File: config.mk
export PLATFORM = sky130hd
export DESIGN_NAME = sic_exec_imm_q_flat
export DESIGN_NICKNAME = d
export VERILOG_FILES = /design/src/rtl/sic_exec_imm_q_if.sv /design/src/rtl/sic_exec_imm_q.sv /design/src/flat_wrapper.sv
export SDC_FILE = /design/constraint.sdc
export NUM_CORES = 1
export LEC_CHECK = 0
export BUFFER_PORTS_ARGS = -buffer_cell sky130_fd_sc_hd__buf_4
export CORE_ASPECT_RATIO = 1.5
export CORE_MARGIN = 2
export CORE_UTILIZATION = 53
export DETAILED_ROUTE_END_ITERATION = 12
export PLACE_DENSITY = 0.76
export RECOVER_POWER = 50
export SLEW_MARGIN = 15
export SYNTH_ARGS = -nofsm -noshare
export SYNTH_HDL_FRONTEND = slang
export SYNTH_SLANG_ARGS = --single-unit
File: constraint.sdc
create_clock -name clk -period 2.9 [get_ports clk]
set_input_delay 0.29 -clock clk [delete_from_list [all_inputs] [get_ports clk]]
set_output_delay 0.29 -clock clk [all_outputs]
set_load 0.03 [all_outputs]
File: src/rtl/sic_exec_imm_q_if.sv
// Issue/ECR/register-port bundle for the queued Imm/No-RS sub-SIC.
// The master side is the surrounding array (issue, ECR file, register arbiter); the slave side is the queue.
interface sic_exec_imm_q_if #(
    parameter int ECR_ID_W = 4,
    parameter int ID_WIDTH = 6,
    parameter int CNT_W    = 3
);
    logic                pkt_valid;
    logic [31:0]         pkt_pc;
    logic [15:0]         pkt_imm16;
    logic [1:0]          pkt_wb_sel;
    logic                pkt_write_gpr;
    logic                pkt_dep_ecr_valid;
    logic [ECR_ID_W-1:0] pkt_dep_ecr_id;
    logic [ID_WIDTH-1:0] pkt_tag;
    logic                flush;
    logic                req_instr;
    logic                ecr_read_en;
    logic [ECR_ID_W-1:0] ecr_read_addr;
    logic [1:0]          ecr_read_data;
    logic [31:0]         reg_wdata;
    logic [ID_WIDTH-1:0] reg_wtag;
    logic                reg_wcommit;
    logic                reg_wready;
    logic                retire;
    logic [CNT_W-1:0]    occupancy;
    logic                overflow_err;

    // A packet is taken on any edge with pkt_valid=1 and room; req_instr only advertises room for the
    // next cycle. A register write completes on the edge where reg_wcommit=1, which is only raised
    // while reg_wready=1.
    modport master (
        output pkt_valid, pkt_pc, pkt_imm16, pkt_wb_sel, pkt_write_gpr,
               pkt_dep_ecr_valid, pkt_dep_ecr_id, pkt_tag, flush,
               ecr_read_data, reg_wready,
        input  req_instr, ecr_read_en, ecr_read_addr, reg_wdata, reg_wtag,
               reg_wcommit, retire, occupancy, overflow_err
    );

    modport slave (
        input  pkt_valid, pkt_pc, pkt_imm16, pkt_wb_sel, pkt_write_gpr,
               pkt_dep_ecr_valid, pkt_dep_ecr_id, pkt_tag, flush,
               ecr_read_data, reg_wready,
        output req_instr, ecr_read_en, ecr_read_addr, reg_wdata, reg_wtag,
               reg_wcommit, retire, occupancy, overflow_err
    );
endinterface

File: src/rtl/sic_exec_imm_q.sv
// Queued Imm/No-RS sub-SIC: FIFO of LUI / J / JAL packets whose head waits on its ECR,
// then commits its writeback (respecting register back-pressure) or aborts on mispredict.
module sic_exec_imm_q #(
    parameter int DEPTH    = 4,
    parameter int ECR_ID_W = 4,
    parameter int ID_WIDTH = 6,
    parameter int CNT_W    = $clog2(DEPTH + 1)
) (
    input logic                clk,
    input logic                rst,
    sic_exec_imm_q_if.slave    bus
);
    localparam int               PTR_W    = $clog2(DEPTH);
    localparam logic [CNT_W-1:0] FULL_CNT = CNT_W'(DEPTH);

    typedef struct packed {
        logic [31:0]         pc;
        logic [15:0]         imm16;
        logic [1:0]          wb_sel;
        logic                write_gpr;
        logic                dep_ecr_valid;
        logic [ECR_ID_W-1:0] dep_ecr_id;
        logic [ID_WIDTH-1:0] tag;
    } entry_t;

    entry_t             r_mem [DEPTH];
    logic [PTR_W-1:0]   r_wr_ptr;
    logic [PTR_W-1:0]   r_rd_ptr;
    logic [CNT_W-1:0]   r_count;
    logic               r_overflow;

    entry_t             w_head;
    entry_t             w_pkt;
    logic               w_full;
    logic               w_head_valid;
    logic               w_dep_rd;
    logic               w_ecr_ok;
    logic               w_abort;
    logic               w_commit;
    logic               w_pop;
    logic               w_push;
    logic [CNT_W:0]     w_demand;
    logic [31:0]        w_wdata;

    always_comb begin
        w_pkt.pc            = bus.pkt_pc;
        w_pkt.imm16         = bus.pkt_imm16;
        w_pkt.wb_sel        = bus.pkt_wb_sel;
        w_pkt.write_gpr     = bus.pkt_write_gpr;
        w_pkt.dep_ecr_valid = bus.pkt_dep_ecr_valid;
        w_pkt.dep_ecr_id    = bus.pkt_dep_ecr_id;
        w_pkt.tag           = bus.pkt_tag;
    end

    // Head logic; flush suppresses every side effect of the head in its own cycle.
    always_comb begin
        w_head       = r_mem[r_rd_ptr];
        w_full       = (r_count == FULL_CNT);
        w_head_valid = !rst && (r_count != '0);
        w_dep_rd     = w_head_valid && w_head.dep_ecr_valid;
        w_ecr_ok     = !w_head.dep_ecr_valid || (bus.ecr_read_data == 2'b01);
        w_abort      = w_dep_rd && (bus.ecr_read_data == 2'b10) && !bus.flush;
        w_commit     = w_head_valid && w_ecr_ok && !w_abort && !bus.flush &&
                       (!w_head.write_gpr || bus.reg_wready);
        w_pop        = w_commit || w_abort;
        w_push       = !rst && !bus.flush && bus.pkt_valid && !w_full;
        w_demand     = {1'b0, r_count} + {{CNT_W{1'b0}}, bus.pkt_valid};
        w_wdata      = '0;
        if (w_head_valid) begin
            case (w_head.wb_sel)
                2'd0:    w_wdata = {w_head.imm16, 16'h0000};
                2'd1:    w_wdata = w_head.pc + 32'd4;
                default: w_wdata = '0;
            endcase
        end
    end

    assign bus.req_instr     = !rst && !bus.flush && (w_demand < {1'b0, FULL_CNT});
    assign bus.ecr_read_en   = w_dep_rd && !bus.flush;
    assign bus.ecr_read_addr = w_head_valid ? w_head.dep_ecr_id : '0;
    assign bus.reg_wdata     = w_wdata;
    assign bus.reg_wtag      = w_head_valid ? w_head.tag : '0;
    assign bus.reg_wcommit   = w_commit && w_head.write_gpr;
    assign bus.retire        = w_pop;
    assign bus.occupancy     = rst ? '0 : r_count;
    assign bus.overflow_err  = !rst && r_overflow;

    always_ff @(posedge clk) begin
        if (w_push) begin
            r_mem[r_wr_ptr] <= w_pkt;
        end
    end

    always_ff @(posedge clk) begin
        if (rst) begin
            r_wr_ptr   <= '0;
            r_rd_ptr   <= '0;
            r_count    <= '0;
            r_overflow <= 1'b0;
        end else if (bus.flush) begin
            r_wr_ptr <= '0;
            r_rd_ptr <= '0;
            r_count  <= '0;
        end else begin
            if (w_push) begin
                r_wr_ptr <= r_wr_ptr + PTR_W'(1);
            end
            if (w_pop) begin
                r_rd_ptr <= r_rd_ptr + PTR_W'(1);
            end
            case ({w_push, w_pop})
                2'b10:   r_count <= r_count + CNT_W'(1);
                2'b01:   r_count <= r_count - CNT_W'(1);
                default: r_count <= r_count;
            endcase
            // Fullness is judged before any same-cycle pop, so a push into a full queue is lost.
            if (bus.pkt_valid && w_full) begin
                r_overflow <= 1'b1;
            end
        end
    end
endmodule
File: src/flat_wrapper.sv
// flat-port wrapper written by rule: the top's interface ports become plain ports
module sic_exec_imm_q_flat 
#(
    parameter int DEPTH    = 4,
    parameter int ECR_ID_W = 4,
    parameter int ID_WIDTH = 6,
    parameter int CNT_W    = $clog2(DEPTH + 1)
)
  (clk, rst, bus_pkt_valid, bus_pkt_pc, bus_pkt_imm16, bus_pkt_wb_sel, bus_pkt_write_gpr, bus_pkt_dep_ecr_valid, bus_pkt_dep_ecr_id, bus_pkt_tag, bus_flush, bus_ecr_read_data, bus_reg_wready, bus_req_instr, bus_ecr_read_en, bus_ecr_read_addr, bus_reg_wdata, bus_reg_wtag, bus_reg_wcommit, bus_retire, bus_occupancy, bus_overflow_err);
  sic_exec_imm_q_if #(.ECR_ID_W(ECR_ID_W), .ID_WIDTH(ID_WIDTH), .CNT_W(CNT_W)) bus_i ();
  input logic clk;
  input logic rst;
  input wire logic [$bits(bus_i.pkt_valid)-1:0] bus_pkt_valid;
  input wire logic [$bits(bus_i.pkt_pc)-1:0] bus_pkt_pc;
  input wire logic [$bits(bus_i.pkt_imm16)-1:0] bus_pkt_imm16;
  input wire logic [$bits(bus_i.pkt_wb_sel)-1:0] bus_pkt_wb_sel;
  input wire logic [$bits(bus_i.pkt_write_gpr)-1:0] bus_pkt_write_gpr;
  input wire logic [$bits(bus_i.pkt_dep_ecr_valid)-1:0] bus_pkt_dep_ecr_valid;
  input wire logic [$bits(bus_i.pkt_dep_ecr_id)-1:0] bus_pkt_dep_ecr_id;
  input wire logic [$bits(bus_i.pkt_tag)-1:0] bus_pkt_tag;
  input wire logic [$bits(bus_i.flush)-1:0] bus_flush;
  input wire logic [$bits(bus_i.ecr_read_data)-1:0] bus_ecr_read_data;
  input wire logic [$bits(bus_i.reg_wready)-1:0] bus_reg_wready;
  output wire logic [$bits(bus_i.req_instr)-1:0] bus_req_instr;
  output wire logic [$bits(bus_i.ecr_read_en)-1:0] bus_ecr_read_en;
  output wire logic [$bits(bus_i.ecr_read_addr)-1:0] bus_ecr_read_addr;
  output wire logic [$bits(bus_i.reg_wdata)-1:0] bus_reg_wdata;
  output wire logic [$bits(bus_i.reg_wtag)-1:0] bus_reg_wtag;
  output wire logic [$bits(bus_i.reg_wcommit)-1:0] bus_reg_wcommit;
  output wire logic [$bits(bus_i.retire)-1:0] bus_retire;
  output wire logic [$bits(bus_i.occupancy)-1:0] bus_occupancy;
  output wire logic [$bits(bus_i.overflow_err)-1:0] bus_overflow_err;
  assign bus_i.pkt_valid = bus_pkt_valid;
  assign bus_i.pkt_pc = bus_pkt_pc;
  assign bus_i.pkt_imm16 = bus_pkt_imm16;
  assign bus_i.pkt_wb_sel = bus_pkt_wb_sel;
  assign bus_i.pkt_write_gpr = bus_pkt_write_gpr;
  assign bus_i.pkt_dep_ecr_valid = bus_pkt_dep_ecr_valid;
  assign bus_i.pkt_dep_ecr_id = bus_pkt_dep_ecr_id;
  assign bus_i.pkt_tag = bus_pkt_tag;
  assign bus_i.flush = bus_flush;
  assign bus_i.ecr_read_data = bus_ecr_read_data;
  assign bus_i.reg_wready = bus_reg_wready;
  assign bus_req_instr = bus_i.req_instr;
  assign bus_ecr_read_en = bus_i.ecr_read_en;
  assign bus_ecr_read_addr = bus_i.ecr_read_addr;
  assign bus_reg_wdata = bus_i.reg_wdata;
  assign bus_reg_wtag = bus_i.reg_wtag;
  assign bus_reg_wcommit = bus_i.reg_wcommit;
  assign bus_retire = bus_i.retire;
  assign bus_occupancy = bus_i.occupancy;
  assign bus_overflow_err = bus_i.overflow_err;
  sic_exec_imm_q #(.DEPTH(DEPTH), .ECR_ID_W(ECR_ID_W), .ID_WIDTH(ID_WIDTH), .CNT_W(CNT_W)) u_core (.clk(clk), .rst(rst), .bus(bus_i));
endmodule
After elaboration in Yosys (flattened, before gate mapping):

Memory sizes are Yosys's and may differ from the RTL's. A register that Yosys moved wholly into a read port is not among the register bits.
Index checks and enable logic that the tools add are counted.

* ROM bits: 0
* memories: 1
* bits in registers: 8
* latch bits: 0
* output and inout port bits: 50
* word-level logic and storage cells: 59
* bits in writable memories: 248

Memories
* u_core.r_mem: depth 4, width 62, rd ports 1, clocked after Yosys merged registers in 1, wr ports 1, RTL line sic_exec_imm_q.sv:26 `entry_t r_mem [DEPTH];`

* bitwise gates (word level): 1
* multiplexer cells: 10
* order comparisons: 1
* eq/ne operators: 6
* multiply operators: 0
* divide/modulo/power cells: 0
* reduce and logical (&&, ||, !) cells: 30
* shift operators: 0
* $add $sub $neg: 6

Operator list (count)
* 32-bit case mux with 2 select lines: 1
* 32-bit by 3-bit adder with 32-bit output, second input constant: 1
* 32-bit two-way mux: 1
* 1-bit logical AND: 16
* 2-bit by 1-bit equality test with 1-bit output, second input constant: 3
* 1-bit logical NOT: 6
* 6-bit two-way mux: 1
* 3-bit case mux with 2 select lines: 1
* 2-bit by 1-bit adder with 2-bit output, second input constant: 2
* 3-bit by 1-bit adder with 4-bit output: 1
* 2-bit equality test, second input constant: 2
* 4-bit by 3-bit < comparator with 1-bit output, second input constant: 1
* 2-bit two-way mux: 2
* 4-bit two-way mux: 1
* 3-bit by 1-bit adder with 3-bit output, second input constant: 1
* 3-bit equality test, second input constant: 1
* 1-bit logical OR: 3
* 3-bit two-way mux: 1
* 3-bit nonzero test: 1
* 3-bit by 1-bit subtractor with 3-bit output, second input constant: 1
* 2-bit logical NOT: 1
* 1-bit two-way mux: 2
* 2-bit AND reduction: 1
* 2-bit nonzero test: 1
* 2 further kinds: 2

Longest topological paths before layout:

Gate-level depths: netlist (run 1).

* depth after elaboration: 12
* depth in mapped cells: 12
* gate-level depth less buffers: 10

Least setup slack after synthesis (run 1):

OpenSTA, ideal clock, no wires.

* path type: register to register
* from: reg (tool-made name)
* to: reg u_core.r_count[2]
* arrival: 3.412 ns
* path buffers: 3
* path slack: -0.582 ns
* required time: 2.830 ns
* cell stages (with the launch flop): 13
* period minus slack after synthesis: 3.482 ns
* cells stage by stage: dfxtp_1 -> buf_6 -> buf_12 -> buf_6 -> mux4_2 -> a22o_1 -> a211oi_2 -> ha_1 -> inv_1 -> fa_1 -> xor2_1 -> or3_1 -> a21oi_1

RTL lines
* end signal, assigned: RTL line sic_exec_imm_q.sv:112 `2'b10: r_count <= r_count + CNT_W'(1);`
* end signal, assigned: RTL line sic_exec_imm_q.sv:113 `2'b01: r_count <= r_count - CNT_W'(1);`
* end signal, assigned: RTL line sic_exec_imm_q.sv:114 `default: r_count <= r_count;`
* end, declared: RTL line sic_exec_imm_q.sv:29 `logic [CNT_W-1:0] r_count;`

==> summary.md, run 1 <==
| Metric | Value |
|---|---|
| Starting Density | 53.7% |
| Largest net degree at the start of global routing | 38 |
| Hold path cells | 2 |
| Detail Placement HPWL | 14900 microns |
| Antenna-violating nets left | 0 |
| Yosys cell types | 46 |
| Clk root buf | clkbuf_16 |
| Vias/cell | 5.72 |
| Final setup vio count | 28 |
| CTS tree | built |
| Critical Path Sink Type | output pin |
| Hold Crit Class | primary input to register |
| Max Cap Viol | 0 |
| Fin. Hold Viols | 0 |
| TritonCTS Buffers | 23 |
| Leak | around 4.8 nW |
| Final worst-path cycle share | 115% |
| Startpoint of the worst hold path | bus_pkt_valid |
| Die W | around 120 microns |
| Metal2 WL | around 13000 microns |
| Final instance area | 14200 sq um |
| Placed instance area | approximately 12000 sq um |
| Seq cells post-synth | 258 |
| Most frequent cell after synthesis | edfxtp_1 |
| DRT Pass-1 Iters | 5 |
| Area Growth Syn to Fin | 34.1% |
| Worst R2R Path Depth | 11 |
| Peak VDD IR | 0.622 mV |
| Minimum clock period | 3330 ps |
| CTS Buffer Depth | 3 |
| Worst Path Max Fanout | 8 |
| GRT Overall Usage | 23.2% |
| Crit path kind | register to output pin |
| Area contributors post-synth | edfxtp_1, mux4_2, mux4_1, dfxtp_1, xnor2_1 |
| Post-Synthesis Cells | 554 |
| IO Pins | 119 |
| Mapped cell area | 10600 sq um |
| Post-synth top cells | edfxtp_1, mux4_2, nor2_1 |
| Via Count | around 6300 |
| Row count | 63 |
| Yosys top cell area share | between 70 and 80% |
| Nets | 902 |
| PortBufs | 118 |
| Final Util | a little over 70% |
| Met1 WL | 9690 microns |
| Yosys warnings | 0 |
| FMAX | 300 MHz |
| Worst hold slack | 43.4 ps |
| RSZ-0062 raised after global routing | yes |
| Post-synthesis async set-or-reset flop share | 0% |
| Share of layout cells above drive strength 1 | 36.4% |
| Clock sink total | 258 |
| Initial antenna violation count | 0 |
| Htree depth | 1 |
| Ys flop type | edfxtp_1 |
| Die Height | approximately 180 microns |
| Crit start category | register |
| Cell taking the most area after synthesis | edfxtp_1 |
| Final WL | 25200 microns |
| Setup Slack @ Placement | 27.8 ps |
| Post-synth EDFFs | about 250 |
| Routed wire per std cell | about 23 microns |
| Max-slew violations | 0 |
| Number of global-route vias before repair | 6587 |
| Req. time, crit path | between 2000 and 3000 ps |
| PwrDens | 538 nW/um^2 |
| DR DRC count | 0 |
| Relative slew slack | roughly 15% |
| Synth Area per Inst | approximately 19 sq um |
| Failing checks | negative setup slack |
| CTS clk-pin slew, worst paths | 60 ps |
| GRT Residual Overflow | 0 |
| Die footprint | approximately 21000 sq um |
| Core footprint | 19700 sq um |
| Clock latency on the worst-skew pair | 520 ps |
| Skew final | 6.34 ps |
| DR iter-0 viols | approximately 490 |
| Met3 WL | 1060 microns |
| Sequential cell area fraction in the yosys report | 72.3% |
| Worst-Margin Slew | 1280 ps |
| Max Used Layer | met4 |
| Pwr Total | 0.00763 W |
| Synthesized Nets | 630 |
| Ant diodes | 0 |
| Setup ws final | -435 ps |
| Gpl congestion | 0.774 |
| Status | finished with violations |
| Global-route wire length before repair | 36900 microns |
| Worst endpoint data arrival time | between 3000 and 4000 ps |
registers in the layout, indices dropped and copies added, names as in the netlist, named ones only:
register	cells
u_core.r_overflow	1
u_core.r_rd_ptr	2
u_core.r_wr_ptr	2
u_core.r_mem	248
u_core.r_count	3
worst max-delay path, cell delays in order, from the launching register on:
cell      delay [ps]
dfxtp_4          410
mux4_2           420
ha_4             190
nand2_4           60
o22ai_4          190
nand4_4          140
buf_4            170
nor4_4           310
xnor2_2          170
a211oi_4         280
buf_6            170
what timing repair did:
item	in CTS	in global routing
cloned	1	3
endpoints found under the hold margin	248	0
endpoints found under the setup margin	29	30
hold buffers	62	0
pin swaps	18	17
setup buffers	16	24
gates resized for setup	71	35
power breakdown:
| part | switching [W] | internal [W] | leakage [nW] |
|---|---|---|---|
| registers | 0.00000958 | 0.00411 | 2.32 |
| logic | 0.000170 | 0.000159 | 2.09 |
| clock network | 0.00132 | 0.00186 | 0.378 |
layer usage:
metal | global-route usage [%] | vias up
met1 | 28.0 | 3218
met5 | 0 | -
li1 | - | 2763
met4 | 10.1 | 0
met2 | 41.5 | 258
met3 | 3.54 | 74
path summary, 6_finish.rpt:
check	end	slack [ps]
min	u_core.r_overflow	40
max reg2reg	u_core.r_count[2]	-90
min reg2reg	u_core.r_rd_ptr[0]	550
max	bus_reg_wdata[20]	-430
layout make-up:
type / count / area [sq um]
inverters: 20 / 75.1
fillers: 1253 / 5520
clock buffers: 28 / 604
repair buffers: 269 / 2240
flip-flops and latches: 258 / 7650
clock inverters: 14 / 188
well taps: 260 / 325
multi-input cells: 254 / 3100
cell families (layout without fill, tap and decap cells):
family                     Yosys count  count (layout)  synth area share [%]
DFF                                258             258                  72.3
AOI/OAI and AO/OA                   28              28                  1.76
muxes                               65              65                  13.8
and+or+nand+nor                    122             122                  6.59
buffers and inverters               42             331                  2.02
adders and majority gates            7               7                 0.899
xor gates and xnor gates            32              32                  2.65
through the flow:
stage / instances / setup TNS, ps
final: 1103 / -7080
after global routing: 1103 / -10050
after CTS: 1077 / -6510
after detailed placement: 956 / 0
after global placement: 956 / 0
after floorplan: 554 / -603
cells in the final DEF, fill, tap and decap left out, types with 5 or more instances in the layout:
cell type	Yosys	routed
dfxtp_1	10	8
buf_6	3	20
clkbuf_1	10	71
buf_12	1	13
inv_1	20	19
xnor2_2	0	7
o22ai_2	0	5
dlygate4sd3_1	0	62
edfxtp_1	248	248
nand4_1	7	7
nor2b_1	12	12
xnor2_1	20	13
nand3_1	6	5
nor2_1	36	30
nand2_1	16	12
nor4_4	1	6
clkbuf_16	0	26
buf_4	2	102
xor2_1	12	10
mux4_2	54	59
Power figures use the tool's default switching activity.
==> run 2: changes to the inputs <==
--- a/config.mk
+++ b/config.mk
@@ -10,7 +10,7 @@
 export CORE_MARGIN = 2
 export CORE_UTILIZATION = 53
 export DETAILED_ROUTE_END_ITERATION = 12
-export PLACE_DENSITY = 0.76
+export PLACE_DENSITY_LB_ADDON = 0.2
 export RECOVER_POWER = 50
 export SLEW_MARGIN = 15
 export SYNTH_ARGS = -nofsm -noshare
==> summary.md, run 2 (synthesis results as in run 1) <==
| Metric | Value |
|---|---|
| Status | finished with violations (unchanged) |
| Failing checks | negative setup slack (unchanged) |
| Setup Slack @ Placement | 45.4 ps (was 27.8 ps) |
| Largest Register | u_core.r_mem (unchanged) |
| Max-slew violations | 0 (unchanged) |
| Number of global-route vias before repair | 6623 (was 6587) |
| Clock sink total | 258 (unchanged) |
| Final WL | 24700 microns (was 25200 microns) |
| Slowest stage cell, crit path | or3_4 (was mux4_2) |
| Crit-path max cell delay | 430 ps (was 420 ps) |
| CTS tree | built (unchanged) |
| Most common cell after layout, fill and taps aside | edfxtp_1 (unchanged) |
| Gpl congestion | 0.801 (was 0.774) |
| Startpoint of the worst hold path | bus_pkt_valid (unchanged) |
| Worst path cell trace | buf_12 > buf_16 > mux4_2 > nand2_4 > or3_4 > nor4_4 > xnor2_2 > a211oi_2 > buf_4 (was mux4_2 > ha_4 > nand2_4 > o22ai_4 > nand4_4 > buf_4 > nor4_4 > xnor2_2 > a211oi_4 > buf_6) |
| Starting Density | 53.7% (unchanged) |
| Skew final | 9.85 ps (was 6.34 ps) |
| IO Pins | 119 (unchanged) |
| CTS Buffer Depth | 3 (unchanged) |
| Ant diodes | 0 (unchanged) |
| Worst Path Max Fanout | 6 (was 8) |
| Nets | 908 (was 902) |
| Worst-Margin Slew | 1280 ps (about the same) |
| Fin. Hold Viols | 0 (unchanged) |
| Peak VDD IR | 0.560 mV (was 0.622 mV) |
| Max Cap Viol | 0 (unchanged) |
| Clk root buf | clkbuf_16 (unchanged) |
| Detail Placement HPWL | 14900 microns (about the same) |
| Routed wire per std cell | 22.2 microns (was 22.8 microns) |
| FMAX | 304 MHz (was 300 MHz) |
| DR iter-0 viols | 449 (was 487) |
| Die footprint | 21100 sq um (unchanged) |
| Share of layout cells above drive strength 1 | 38.9% (was 36.4%) |
| Hold Crit Class | primary input to register (unchanged) |
| Leak | 4.85 nW (was 4.79 nW) |
| PortBufs | 118 (unchanged) |
| Antenna-violating nets left | 0 (unchanged) |
| Crit start category | register (unchanged) |
| DR DRC count | 0 (unchanged) |
| Final Util | 73.4% (was 72.0%) |
| Fill count | 1194 (was 1253) |
| Relative slew slack | 14.6% (was 14.7%) |
| Area Growth Syn to Fin | 36.7% (was 34.1%) |
| Crit path kind | register to output pin (unchanged) |
| Minimum clock period | 3290 ps (was 3330 ps) |
| Row count | 63 (unchanged) |
| Commonest non-fill, non-tap cells in the layout | edfxtp_1, buf_4, clkbuf_1 (unchanged) |
| CTS clk-pin slew, worst paths | 70 ps (was 60 ps) |
| Final worst-path cycle share | 114% (was 115%) |
| Global-route wire length before repair | 36400 microns (was 36900 microns) |
| GRT Overall Usage | 22.8% (was 23.2%) |
| Htree depth | 1 (unchanged) |
| Via Count | 6249 (was 6313) |
| Setup ws final | -394 ps (was -435 ps) |
| Vias/cell | 5.63 (was 5.72) |
| Core footprint | 19700 sq um (unchanged) |
| Biggest regs | u_core.r_mem (248), u_core.r_count (3) (unchanged) |
| TritonCTS Buffers | 24 (was 23) |
| Die Height | 177 microns (unchanged) |
| Final setup vio count | 27 (was 28) |
| Worst endpoint data arrival time | 3000 ps (was 3040 ps) |
| Critical Path Sink Type | output pin (unchanged) |
| Max reg flops | 248 (unchanged) |
| Req. time, crit path | 2610 ps (about the same) |
| Initial antenna violation count | 0 (unchanged) |
| Setup Total Neg Slack | -5440 ps (was -7080 ps) |
| PwrDens | 531 nW/um^2 (was 538 nW/um^2) |
| GRT Residual Overflow | 0 (unchanged) |
| DRT Pass-1 Iters | 5 (unchanged) |
| RSZ-0062 raised after global routing | yes (unchanged) |
| Die W | 119 microns (unchanged) |
| Largest net degree at the start of global routing | 27 (was 38) |
| Clock latency on the worst-skew pair | 510 ps (was 520 ps) |
run 2: worst max-delay path, delay by kind of cell, from the launching register on:
kind                   cells  cell delay [ps]
AO/OA/AOI/OAI              1              280
XOR/XNOR                   1              120
buffers and inverters      3              480
flip-flops                 1              390
multiplexers               1              380
AND/OR/NAND/NOR            3              820
run 2: area by class of cell:
| cell class | instances | area (sq um) | area share, % |
|---|---|---|---|
| inverter | 20 | 75.1 | 0.519 |
| clock inverter | 17 | 184 | 1.27 |
| tap | 260 | 325 | 2.25 |
| timing repair buffer | 274 | 2330 | 16.1 |
| multi-input combinational | 254 | 3250 | 22.5 |
| sequential | 258 | 7650 | 52.9 |
| clock buffer | 27 | 633 | 4.38 |
run 2: per-stage QoR:
stage               hold WS (ps)  cells  power, W  instance area, sq um
global placement             488    957   0.00445                 12200
detailed placement           492    957   0.00446                 12200
global route                55.2   1110   0.00788                 14500
floorplan                    389    554   0.00430                 10600
finish                      54.1   1110   0.00767                 14500
CTS                         7.18   1087   0.00773                 14200
run 2: what timing repair did:
action / CTS / global route
setup endpoints to repair: 29 / 32
hold buffers: 61 / 1
resized for setup: 73 / 71
hold endpoints to repair: 244 / 1
buffers inserted: 26 / 21
gates cloned: 2 / 2
pin swaps: 26 / 38
run 2: layer usage:
metal | part of all wire (%) | wire length [microns] | track usage, %
met5 | 0 | 0 | 0
met4 | 3.2 | 794 | 8.33
met3 | 5.2 | 1280 | 2.93
met2 | 54 | 13300 | 41.0
met1 | 38 | 9260 | 28.3
run 2: final timing paths:
check	endpoint	slack, ps	depth (start not counted)
min reg2reg	register	550	2
min	u_core.r_overflow	50	2
max reg2reg	u_core.r_count[2]	-190	12
max	bus_reg_wdata[28]	-390	9
run 2: power by group:
part / internal [W] / switching (W)
Clock: 0.00193 / 0.00129
Combinational: 0.000163 / 0.000174
Sequential: 0.00411 / 0.00000850
Total: 0.00620 / 0.00147
